[src/rtl/traffic_seq_ctrl.sv]
// Traffic-light sequencer: RED->GREEN->YELLOW from a per-second countdown, pedestrian
// shortening of GREEN, and a two-digit time-multiplexed readout of the remaining seconds.
module traffic_seq_ctrl #(
  parameter int unsigned CLK_PER_SEC = 1000,
  parameter int unsigned SCAN_DIV    = 64,
  parameter int unsigned RED_T       = 30,
  parameter int unsigned GREEN_T     = 25,
  parameter int unsigned YELLOW_T    = 3,
  parameter int unsigned PED_MIN     = 5
) (
  input  logic       clk,
  input  logic       rst,
  input  logic       enable,
  input  logic       ped_req,
  output logic       red,
  output logic       yellow,
  output logic       green,
  output logic       ped_wait,
  output logic [7:0] seg_val,
  output logic       seg_we,
  output logic [1:0] dig_sel
);

  localparam int unsigned SEC_W  = (CLK_PER_SEC > 1) ? $clog2(CLK_PER_SEC) : 1;
  localparam int unsigned SCAN_W = (SCAN_DIV > 1) ? $clog2(SCAN_DIV) : 1;

  localparam logic [SEC_W-1:0]  SEC_LAST  = SEC_W'(CLK_PER_SEC - 1);
  localparam logic [SCAN_W-1:0] SCAN_LAST = SCAN_W'(SCAN_DIV - 1);

  localparam logic [6:0] RED_R    = 7'(RED_T);
  localparam logic [6:0] GREEN_R  = 7'(GREEN_T);
  localparam logic [6:0] YELLOW_R = 7'(YELLOW_T);
  localparam logic [6:0] PED_R    = 7'(PED_MIN);

  if (CLK_PER_SEC < 2 || SCAN_DIV < 1 ||
      RED_T < 1 || RED_T > 99 || GREEN_T < 1 || GREEN_T > 99 ||
      YELLOW_T < 1 || YELLOW_T > 99 ||
      PED_MIN < 1 || PED_MIN > 99 || PED_MIN > GREEN_T) begin : g_param_check
    $error("traffic_seq_ctrl: parameter out of range");
  end

  typedef enum logic [1:0] {
    S_RED    = 2'd0,
    S_GREEN  = 2'd1,
    S_YELLOW = 2'd2
  } state_e;

  state_e              state_q, state_d;
  logic [6:0]          remain_q, remain_d;
  logic [SEC_W-1:0]    sec_cnt_q, sec_cnt_d;
  logic [SCAN_W-1:0]   scan_cnt_q, scan_cnt_d;
  logic                ped_wait_q, ped_wait_d;
  logic                red_q, red_d;
  logic                yellow_q, yellow_d;
  logic                green_q, green_d;
  logic [7:0]          seg_val_q, seg_val_d;
  logic                seg_we_q, seg_we_d;
  logic [1:0]          dig_sel_q, dig_sel_d;

  logic                tick;
  logic                scan_wrap;
  logic [6:0]          tens;
  logic [6:0]          ones;

  // Second timebase: frozen entirely while disabled, so resuming needs no catch-up tick.
  always_comb begin
    tick      = enable && (sec_cnt_q == SEC_LAST);
    sec_cnt_d = sec_cnt_q;
    if (enable) begin
      sec_cnt_d = tick ? '0 : sec_cnt_q + SEC_W'(1);
    end
  end

  always_comb begin
    state_d    = state_q;
    remain_d   = remain_q;
    ped_wait_d = ped_wait_q;
    if (enable) begin
      if (tick && remain_q == 7'd1) begin
        case (state_q)
          S_RED: begin
            state_d    = S_GREEN;
            remain_d   = (ped_wait_q || ped_req) ? PED_R : GREEN_R;
            ped_wait_d = 1'b0;
          end
          S_GREEN: begin
            // A request coinciding with the end of GREEN is simply dropped.
            state_d  = S_YELLOW;
            remain_d = YELLOW_R;
          end
          default: begin
            state_d    = S_RED;
            remain_d   = RED_R;
            ped_wait_d = ped_wait_q | ped_req;
          end
        endcase
      end else begin
        if (tick) begin
          remain_d = remain_q - 7'd1;
        end
        if (ped_req) begin
          if (state_q == S_GREEN) begin
            if (remain_d > PED_R) begin
              remain_d = PED_R;
            end
          end else begin
            ped_wait_d = 1'b1;
          end
        end
      end
    end
  end

  always_comb begin
    red_d    = (state_d == S_RED);
    yellow_d = (state_d == S_YELLOW);
    green_d  = (state_d == S_GREEN);
  end

  // Digit and its select are computed from the same next-select so they never disagree.
  always_comb begin
    scan_wrap  = (scan_cnt_q == SCAN_LAST);
    scan_cnt_d = scan_wrap ? '0 : scan_cnt_q + SCAN_W'(1);
    dig_sel_d  = scan_wrap ? {dig_sel_q[0], dig_sel_q[1]} : dig_sel_q;
    tens       = remain_q / 7'd10;
    ones       = remain_q % 7'd10;
    if (dig_sel_d == 2'b10) begin
      seg_val_d = {1'b0, tens};
      seg_we_d  = (tens != 7'd0);
    end else begin
      seg_val_d = {1'b0, ones};
      seg_we_d  = 1'b1;
    end
  end

  always_ff @(posedge clk) begin
    if (rst) begin
      state_q    <= S_RED;
      remain_q   <= RED_R;
      sec_cnt_q  <= '0;
      scan_cnt_q <= '0;
      ped_wait_q <= 1'b0;
      red_q      <= 1'b1;
      yellow_q   <= 1'b0;
      green_q    <= 1'b0;
      seg_val_q  <= '0;
      seg_we_q   <= 1'b0;
      dig_sel_q  <= 2'b01;
    end else begin
      state_q    <= state_d;
      remain_q   <= remain_d;
      sec_cnt_q  <= sec_cnt_d;
      scan_cnt_q <= scan_cnt_d;
      ped_wait_q <= ped_wait_d;
      red_q      <= red_d;
      yellow_q   <= yellow_d;
      green_q    <= green_d;
      seg_val_q  <= seg_val_d;
      seg_we_q   <= seg_we_d;
      dig_sel_q  <= dig_sel_d;
    end
  end

  assign red      = red_q;
  assign yellow   = yellow_q;
  assign green    = green_q;
  assign ped_wait = ped_wait_q;
  assign seg_val  = seg_val_q;
  assign seg_we   = seg_we_q;
  assign dig_sel  = dig_sel_q;

endmodule

[config.mk]
export PLATFORM = sky130hd
export DESIGN_NAME = traffic_seq_ctrl
export DESIGN_NICKNAME = d
export VERILOG_FILES = /design/src/rtl/traffic_seq_ctrl.sv
export SDC_FILE = /design/constraint.sdc
export NUM_CORES = 1
export LEC_CHECK = 0
export CORE_MARGIN = 2
export CORE_UTILIZATION = 49
export CTS_CLUSTER_SIZE = 20
export DETAILED_ROUTE_END_ITERATION = 7
export PLACE_DENSITY = 0.7
export SETUP_SLACK_MARGIN = 0.5
export SYNTH_ARGS = -nofsm -noshare
export SYNTH_HDL_FRONTEND = slang
export SYNTH_SLANG_ARGS = --single-unit
export TNS_END_PERCENT = 1
[constraint.sdc]
create_clock -name clk -period 2.2 [get_ports clk]
set_input_delay 0.44 -clock clk [delete_from_list [all_inputs] [get_ports clk]]
set_output_delay 0.44 -clock clk [all_outputs]
set_load 0.1 [all_outputs]
==> results of run 1 <==
==> worst paths after layout <==
path | from | end | slack (ns) | cells after the start
setup / recovery | remain_q[1] | remain_q[2] | -0.06 | 9
hold / removal | scan_cnt_q[0] | scan_cnt_q[0] | 0.45 | 1
hold reg to reg | scan_cnt_q[0] | scan_cnt_q[0] | 0.45 | 1
setup reg to reg | remain_q[1] | remain_q[2] | -0.06 | 9
==> synth_stat cells (3+ instances only) <==
cell / number
a211oi_1: 3
a21oi_1: 17
and3_1: 4
buf_2: 5
clkbuf_1: 10
dfxtp_1: 39
ha_1: 8
inv_1: 10
nand2_1: 16
nand2b_1: 7
nand3_1: 10
nand4_1: 4
nor2_1: 28
nor2b_1: 6
nor3_1: 14
nor3b_1: 3
nor4_1: 7
nor4b_1: 3
o211ai_1: 3
o21ai_0: 7
o21bai_1: 3
o31ai_1: 3
or2_2: 3
or3_1: 4
xnor2_1: 9
xor2_1: 8
==> cells by family after synthesis <==
kind of cell	after synthesis	synth area share [%]
flops	39	34.2
fa+ha+maj	8	4.39
buf+inv	28	5.38
other cells	1	0.164
xor+xnor	17	6.53
simple gates	119	29.2
mux	4	1.87
compound gates	61	18.2
==> layout make-up <==
class	count	area [um^2]
Clock buffer	6	82.6
Clock inverter	2	35.0
Fill cell	344	1330
Inverter	10	40.0
Multi-Input combinational cell	210	1550
Sequential cell	39	802
Tap cell	52	65.1
Timing Repair Buffer	64	503
==> flip-flops by register name, indices dropped and copies added (netlist names) <==
register / flops
remain_q: 7
yellow: 1
scan_cnt_q: 6
dig_sel: 2
seg_val: 7
state_q: 2
sec_cnt_q: 10
red: 1
seg_we: 1
green: 1
ped_wait: 1
==> cell usage in the layout (no fill, tap or decap), types with 3 or more instances in the layout <==
cell	netlist	final
xor2_1	8	7
nand2b_1	7	7
xnor2_1	9	8
inv_1	10	8
dfxtp_2	0	5
clkbuf_8	0	6
or3_1	4	3
nor2b_1	6	4
a21oi_1	17	13
o21bai_1	3	3
nor3_1	14	14
nor4_1	7	4
nand2_1	16	16
o211ai_1	3	3
ha_1	8	6
dfxtp_1	39	30
nand4_1	4	4
and3_1	4	4
nand3_1	10	9
o21ai_0	7	5
o31ai_1	3	3
dfxtp_4	0	4
or2_2	3	3
a21oi_2	0	4
nor4_2	0	3
nor2_1	28	26
buf_4	1	59
==> metal layers <==
| metal | share of wire (%) | global-route usage, % | routed length [um] | up-vias |
|---|---|---|---|---|
| li1 | - | - | - | 1106 |
| met5 | 0 | 0 | 0 | - |
| met2 | 49 | 38.5 | 2950 | 60 |
| met4 | 0.83 | 5.03 | 50 | 0 |
| met3 | 4.3 | 4.17 | 259 | 6 |
| met1 | 46 | 30.8 | 2770 | 1103 |
==> where the power goes <==
group | total [uW] | switching, uW | internal, uW
logic | 160 | 104 | 55.6
registers | 732 | 15.9 | 716
clock network | 633 | 266 | 367
==> per-stage QoR <==
stage	total power, uW	setup TNS [ns]	cell area (um^2)
2_1_floorplan	856	0	2340
3_3_place_gp	895	-3.08	2780
3_5_place_dp	898	-3.94	2780
4_1_cts	1530	0	2940
5_1_grt	1580	-0.550	3080
6_report	1520	-0.0574	3080
==> what timing repair did <==
item | in CTS | in global routing
setup endpoints to repair | 23 | 22
setup buffers | 3 | 2
pin swaps | 2 | 7
gates resized for setup | 10 | 29
==> impl_results.md, run 1 <==
* # nets final at roughly 340
* Sink Count at 39
* Diode count at 0
* Worst path cell trace: inv_4 > ha_4 > nor4b_4 > nand4_1 > xnor2_2 > nor4b_4 > and2_4 > o22ai_1 > a221o_1
* Max IR drop VDD at about 400 uV
* Seq/Total Area, Yosys at 34.2%
* Worst-Skew Late Latency at 0.29 ns
* Ratio of cells with drive above 1 in the final layout at 36.0%
* Largest net degree at the start of global routing at 32
* Delay-heaviest family, CP: simple AND/OR/NAND/NOR gates
* Finish-stage setup viols at 1
* Slowest-stage cell, CP: dfxtp_4
* Dpl hpwl at 4.11 mm
* DP Worst Slack at -0.437 ns
* F_max at between 400 and 500 MHz
* Dpl cells at 370
* Crit start category: flip-flop
* Die Width at 72.2 um
* Total of max-cap violations at 0
* Top cells by area, synth: dfxtp_1, nor2_1, ha_1, a21oi_1, xnor2_1
* Die ar. at approximately 0.0052 mm^2
* TritonCTS clock tree: done
* Initial DRC Count at 141
* Core ar. at around 0.0044 mm^2
* Worst-path clk slew at 0.08 ns
* Syn avg cell area at 8.23 um^2
* Total grt overflow at 0
* # rows at 24
* Worst Setup Path Type: reg2reg
* Total number of vias at 2,275
* Syn Inst Count at 277
* Required time worst endpoint at between 2 and 2.5 ns
* Synth warn at 0
* Post-layout util at 69.8%
* Post-synth cell types at 59
* Failing checks: setup timing
* Asr flop ratio synth at 0%
* Antenna violations before repair at 0
* Period utilization at 103%
* Placer Congestion at between 0.9 and 1
* Die height at 72.2 um
* Post-synth EDFFs at 0
* Most used DFF post-synth: dfxtp_1
* Buf/Inv on CP at 1
* Average wire per standard cell at ~16 um
* Critical Path Max Stage Delay at ~0.38 ns
* I/O pins at 19
* Vias in the first global route at 2,076
* Post-synth top area share at 34.2%
* H-tree depth at 2
* Pwr per Cell Area at 495 mW/mm^2
* Worst Hold Class: reg2reg
* Layout Skew at 0.00840 ns
* Pre-antenna DRT Iters at 5
* CTS Hold Bufs at 0
* Hold WS at between 0.4 and 0.5 ns
* Syn Std Cell Area at 0.00228 mm^2
* Vias/cell at 5.94
* PortBufs at 17
* Final Max Slew Viols at 0
* Crit. End Element: flip-flop
* First-pass GRT wire length at 9.57 mm
* DR DRC count at 0
* Synth-to-Final Area Change at 35.2%
* Clock root cell: clkbuf_8
* Outcome: finished, violations left
* Final worst slack at -0.0574 ns
* Routed Antenna Nets at 0
* Final wirelength at 6.02 mm
* CP most frequent cell: nor4b_4
* Fin cells at 383
* Effective utilization at floorplan at 51.6%
* RSZ-0062 raised after global routing: yes
* Synth area leader: dfxtp_1
* Seq cells post-synth at 39
* Crit Path Max Fanout at 5
* Final Hold Fails at 0
* Max clock buf depth at 2
* LEAKAGE at 0.00123 uW
* Data arrival time of the worst path at 2.44 ns
* GR Util All Layers at 23.0%
* Fin crit period at between 2 and 2.5 ns
* TritonCTS Buffers at 5
* Net Count, Synth at 289
Power figures use the tool's default switching activity.
==> inputs of run 2 (changes only) <==
CORE_UTILIZATION = 40   (was 49)
CTS_CLUSTER_DIAMETER = 60   (was not set)
PLACE_DENSITY = 0.59   (was 0.7)
==> run 2 against run 1 <==
Compared with the run above:
- non-clock buffer count increased by 22
- sequential power about the same
- critical path type unchanged
- die area increased by 21%
- wire length shrank 2.6%
- clock skew is 0.0052 ns lower
- via count is 0.22% lower
- fmax up 3.3%
- setup slack gained 0.072 ns
- critical path depth is 1 lower
- the flow now finishes without violations
- count of clock-buffer cells in the layout fell by 1
==> impl_results.md, run 2 (synthesis gave the netlist of run 1 again) <==
* CTS Hold Bufs at 0 (unchanged)
* # rows at 27 (was 24)
* Largest reg by FF count: sec_cnt_q (unchanged)
* Crit Path Max Fanout at 7 (was 5)
* TritonCTS clock tree: done (unchanged)
* Dpl hpwl at 4.19 mm (was 4.11 mm)
* Clock power frac at 35.9% (was 41.5%)
* GR Util All Layers at 19.1% (was 23.0%)
* RR Startpoint: sec_cnt_q[1] (was remain_q[1])
* # nets final at 364 (was 342)
* Worst-Skew Late Latency at 0.30 ns (was 0.29 ns)
* Switch share at 28.3% (was 25.3%)
* Total number of vias at 2,270 (was 2,275)
* RSZ-0062 raised after global routing: yes (unchanged)
* DP Worst Slack at -0.453 ns (was -0.437 ns)
* Final Max Slew Viols at 0 (unchanged)
* Vias/cell at 5.34 (was 5.94)
* Hold WS at 0.458 ns (was 0.453 ns)
* Max clock buf depth at 2 (unchanged)
* Worst r2r dst: remain_q[5] (was remain_q[2])
* Crit start category: flip-flop (unchanged)
* Critical Path Max Stage Delay at 0.50 ns (was 0.38 ns)
* Crit path launch: sec_cnt_q[1] (was remain_q[1])
* Outcome: finished, final reports clean (was finished, violations left)
* Final worst slack at 0.0148 ns (was -0.0574 ns)
* Crit. End Element: flip-flop (unchanged)
* Fillers at 487 (was 344)
* Average wire per standard cell at 13.8 um (was 15.7 um)
* TritonCTS Buffers at 5 (unchanged)
* Worst-path clk slew at 0.08 ns (about the same)
* Fin cells at 425 (was 383)
* Sequential fraction of design power at 52.4% (was 48.0%)
* Ratio of cells with drive above 1 in the final layout at 43.1% (was 36.0%)
* Switch Pwr at 397 uW (was 386 uW)
* Pwr per Cell Area at 422 mW/mm^2 (was 495 mW/mm^2)
* I/O pins at 19 (unchanged)
* Final wirelength at 5.87 mm (was 6.02 mm)
* Placer Congestion at 0.868 (was 0.978)
* Final Hold Fails at 0 (unchanged)
* Most frequent cells in the layout: buf_4, dfxtp_1, nor2_1 (unchanged)
* Comb power frac at 11.7% (was 10.5%)
* Data arrival time of the worst path at 2.38 ns (was 2.44 ns)
* Total grt overflow at 0 (unchanged)
* Pre-antenna DRT Iters at 4 (was 5)
* Worst path cell trace: ha_4 > nand4_4 > or4_4 > o21ai_2 > nor2b_2 > and2_4 > a21oi_1 > o41ai_1 (was inv_4 > ha_4 > nor4b_4 > nand4_1 > xnor2_2 > nor4b_4 > and2_4 > o22ai_1 > a221o_1)
* Post-layout util at 60.3% (was 69.8%)
* Synth-to-Final Area Change at 45.6% (was 35.2%)
* Worst Setup Path Type: reg2reg (unchanged)
* Required time worst endpoint at 2.39 ns (was 2.38 ns)
* Power, Total at 1400 uW (was 1520 uW)
* Fin crit period at 2.19 ns (was 2.26 ns)
* Die Width at 79.5 um (was 72.2 um)
* Largest net degree at the start of global routing at 18 (was 32)
* F_max at 458 MHz (was 443 MHz)
* Routed Antenna Nets at 0 (unchanged)
* Sink Count at 39 (unchanged)
* Hold path start: scan_cnt_q[0] (unchanged)
* Slowest-stage cell, CP: or4_4 (was dfxtp_4)
* Vias in the first global route at 2,171 (was 2,076)
* Worst Hold Class: reg2reg (unchanged)
* Finish-stage setup viols at 0 (was 1)
* Internal power at 1000 uW (was 1140 uW)
* Clock root cell: clkbuf_8 (unchanged)
* LEAKAGE at 0.00135 uW (was 0.00123 uW)
* Layout Skew at 0.00317 ns (was 0.00840 ns)
* DR DRC count at 0 (unchanged)
* Max IR drop VDD at 368 uV (was 402 uV)
* Worst reg2reg path depth at 8 (was 9)
* H-tree depth at 2 (unchanged)
* R2r setup slk at 0.01 ns (was -0.06 ns)
* Die height at 79.5 um (was 72.2 um)
* Period utilization at 99.3% (was 103%)
* Core ar. at 0.00551 mm^2 (was 0.00441 mm^2)
* Antenna violations before repair at 0 (unchanged)
* Effective utilization at floorplan at 41.4% (was 51.6%)
* Diode count at 0 (unchanged)
* Leading cell type in the layout, fill and taps excluded: buf_4 (unchanged)
* Total of max-cap violations at 0 (unchanged)
* Die ar. at 0.00632 mm^2 (was 0.00521 mm^2)
* Largest register FFs at 10 (unchanged)
* Dpl cells at 406 (was 370)
* PortBufs at 17 (unchanged)
* Hold path endpoint: scan_cnt_q[0] (unchanged)
* Hold depth at 1 (unchanged)
* Initial DRC Count at 71 (was 141)
* First-pass GRT wire length at 9.56 mm (was 9.57 mm)
[run 2: cell count changes in the layout (fill, tap and decap cells not counted), sizes merged]
cell      change
bufinv        -1
clkinv        +1
clkbuf        -1
buf          +22
clkinvlp      +1
[run 2: worst max path at each step]
stage                  endpoint  slack [ns]  cells past startpoint
global placement    remain_q[1]       -0.38                      8
global route        remain_q[5]       -0.06                      9
CTS                 remain_q[2]        0.08                      9
detailed placement  remain_q[6]       -0.45                      8
finish              remain_q[5]        0.01                      8
floorplan           remain_q[2]        0.19                      9
[run 2: through the flow]
stage | cell area [um^2] | TNS (ns)
detailed placement | 2920 | -3.40
global placement | 2920 | -3.02
CTS | 3190 | 0
global route | 3320 | -0.168
floorplan | 2340 | 0
finish | 3320 | 0
[run 2: worst max-delay path, delay by kind of cell, from the launching register on]
kind | cells | cell delay [ns]
AO/OA/AOI/OAI | 3 | 0.54
flip-flops | 1 | 0.37
AND/OR/NAND/NOR | 4 | 1.00
adder cells (fa/ha/maj) | 1 | 0.17
[run 2: cell type report]
class	count	area, um^2	area share [%]
clock buffers	5	68.8	2.07
clock inverters	3	25.0	0.754
inverters	10	40.0	1.21
multi-input cells	210	1630	49.2
flip-flops and latches	39	798	24.0
well taps	72	90.1	2.71
repair buffers	86	663	20.0
[run 2: what timing repair did]
action	4_1_cts	5_1_grt
setup buffers	11	0
gates cloned	0	0
setup endpoints to repair	23	21
gates resized for setup	29	26
pin swaps	13	14
[run 2: metal layers]
metal	vias up	GRT usage, %	share of wire, %
li1	1149	-	-
met1	1068	24.2	46
met2	38	32.7	48
met3	15	4.19	3.4
met4	0	4.83	2.4
met5	-	0	0
[run 2: power by group through the flow]
stage          clock network [uW]  logic [uW]  registers (uW)
4_1_cts                       518         161             732
6_report                      503         164             733
3_3_place_gp                    0         150             749
5_1_grt                       544         177             735
3_5_place_dp                    0         151             750
2_1_floorplan                   0        70.6             785
==> inputs of run 3 (changes only) <==
ABC_CLOCK_PERIOD_IN_PS = 2200   (was not set)
GPL_ROUTABILITY_DRIVEN = 0   (was not set)
==> results of run 3 <==
The final DEF is identical to that of run 2; final timing and power are the same.
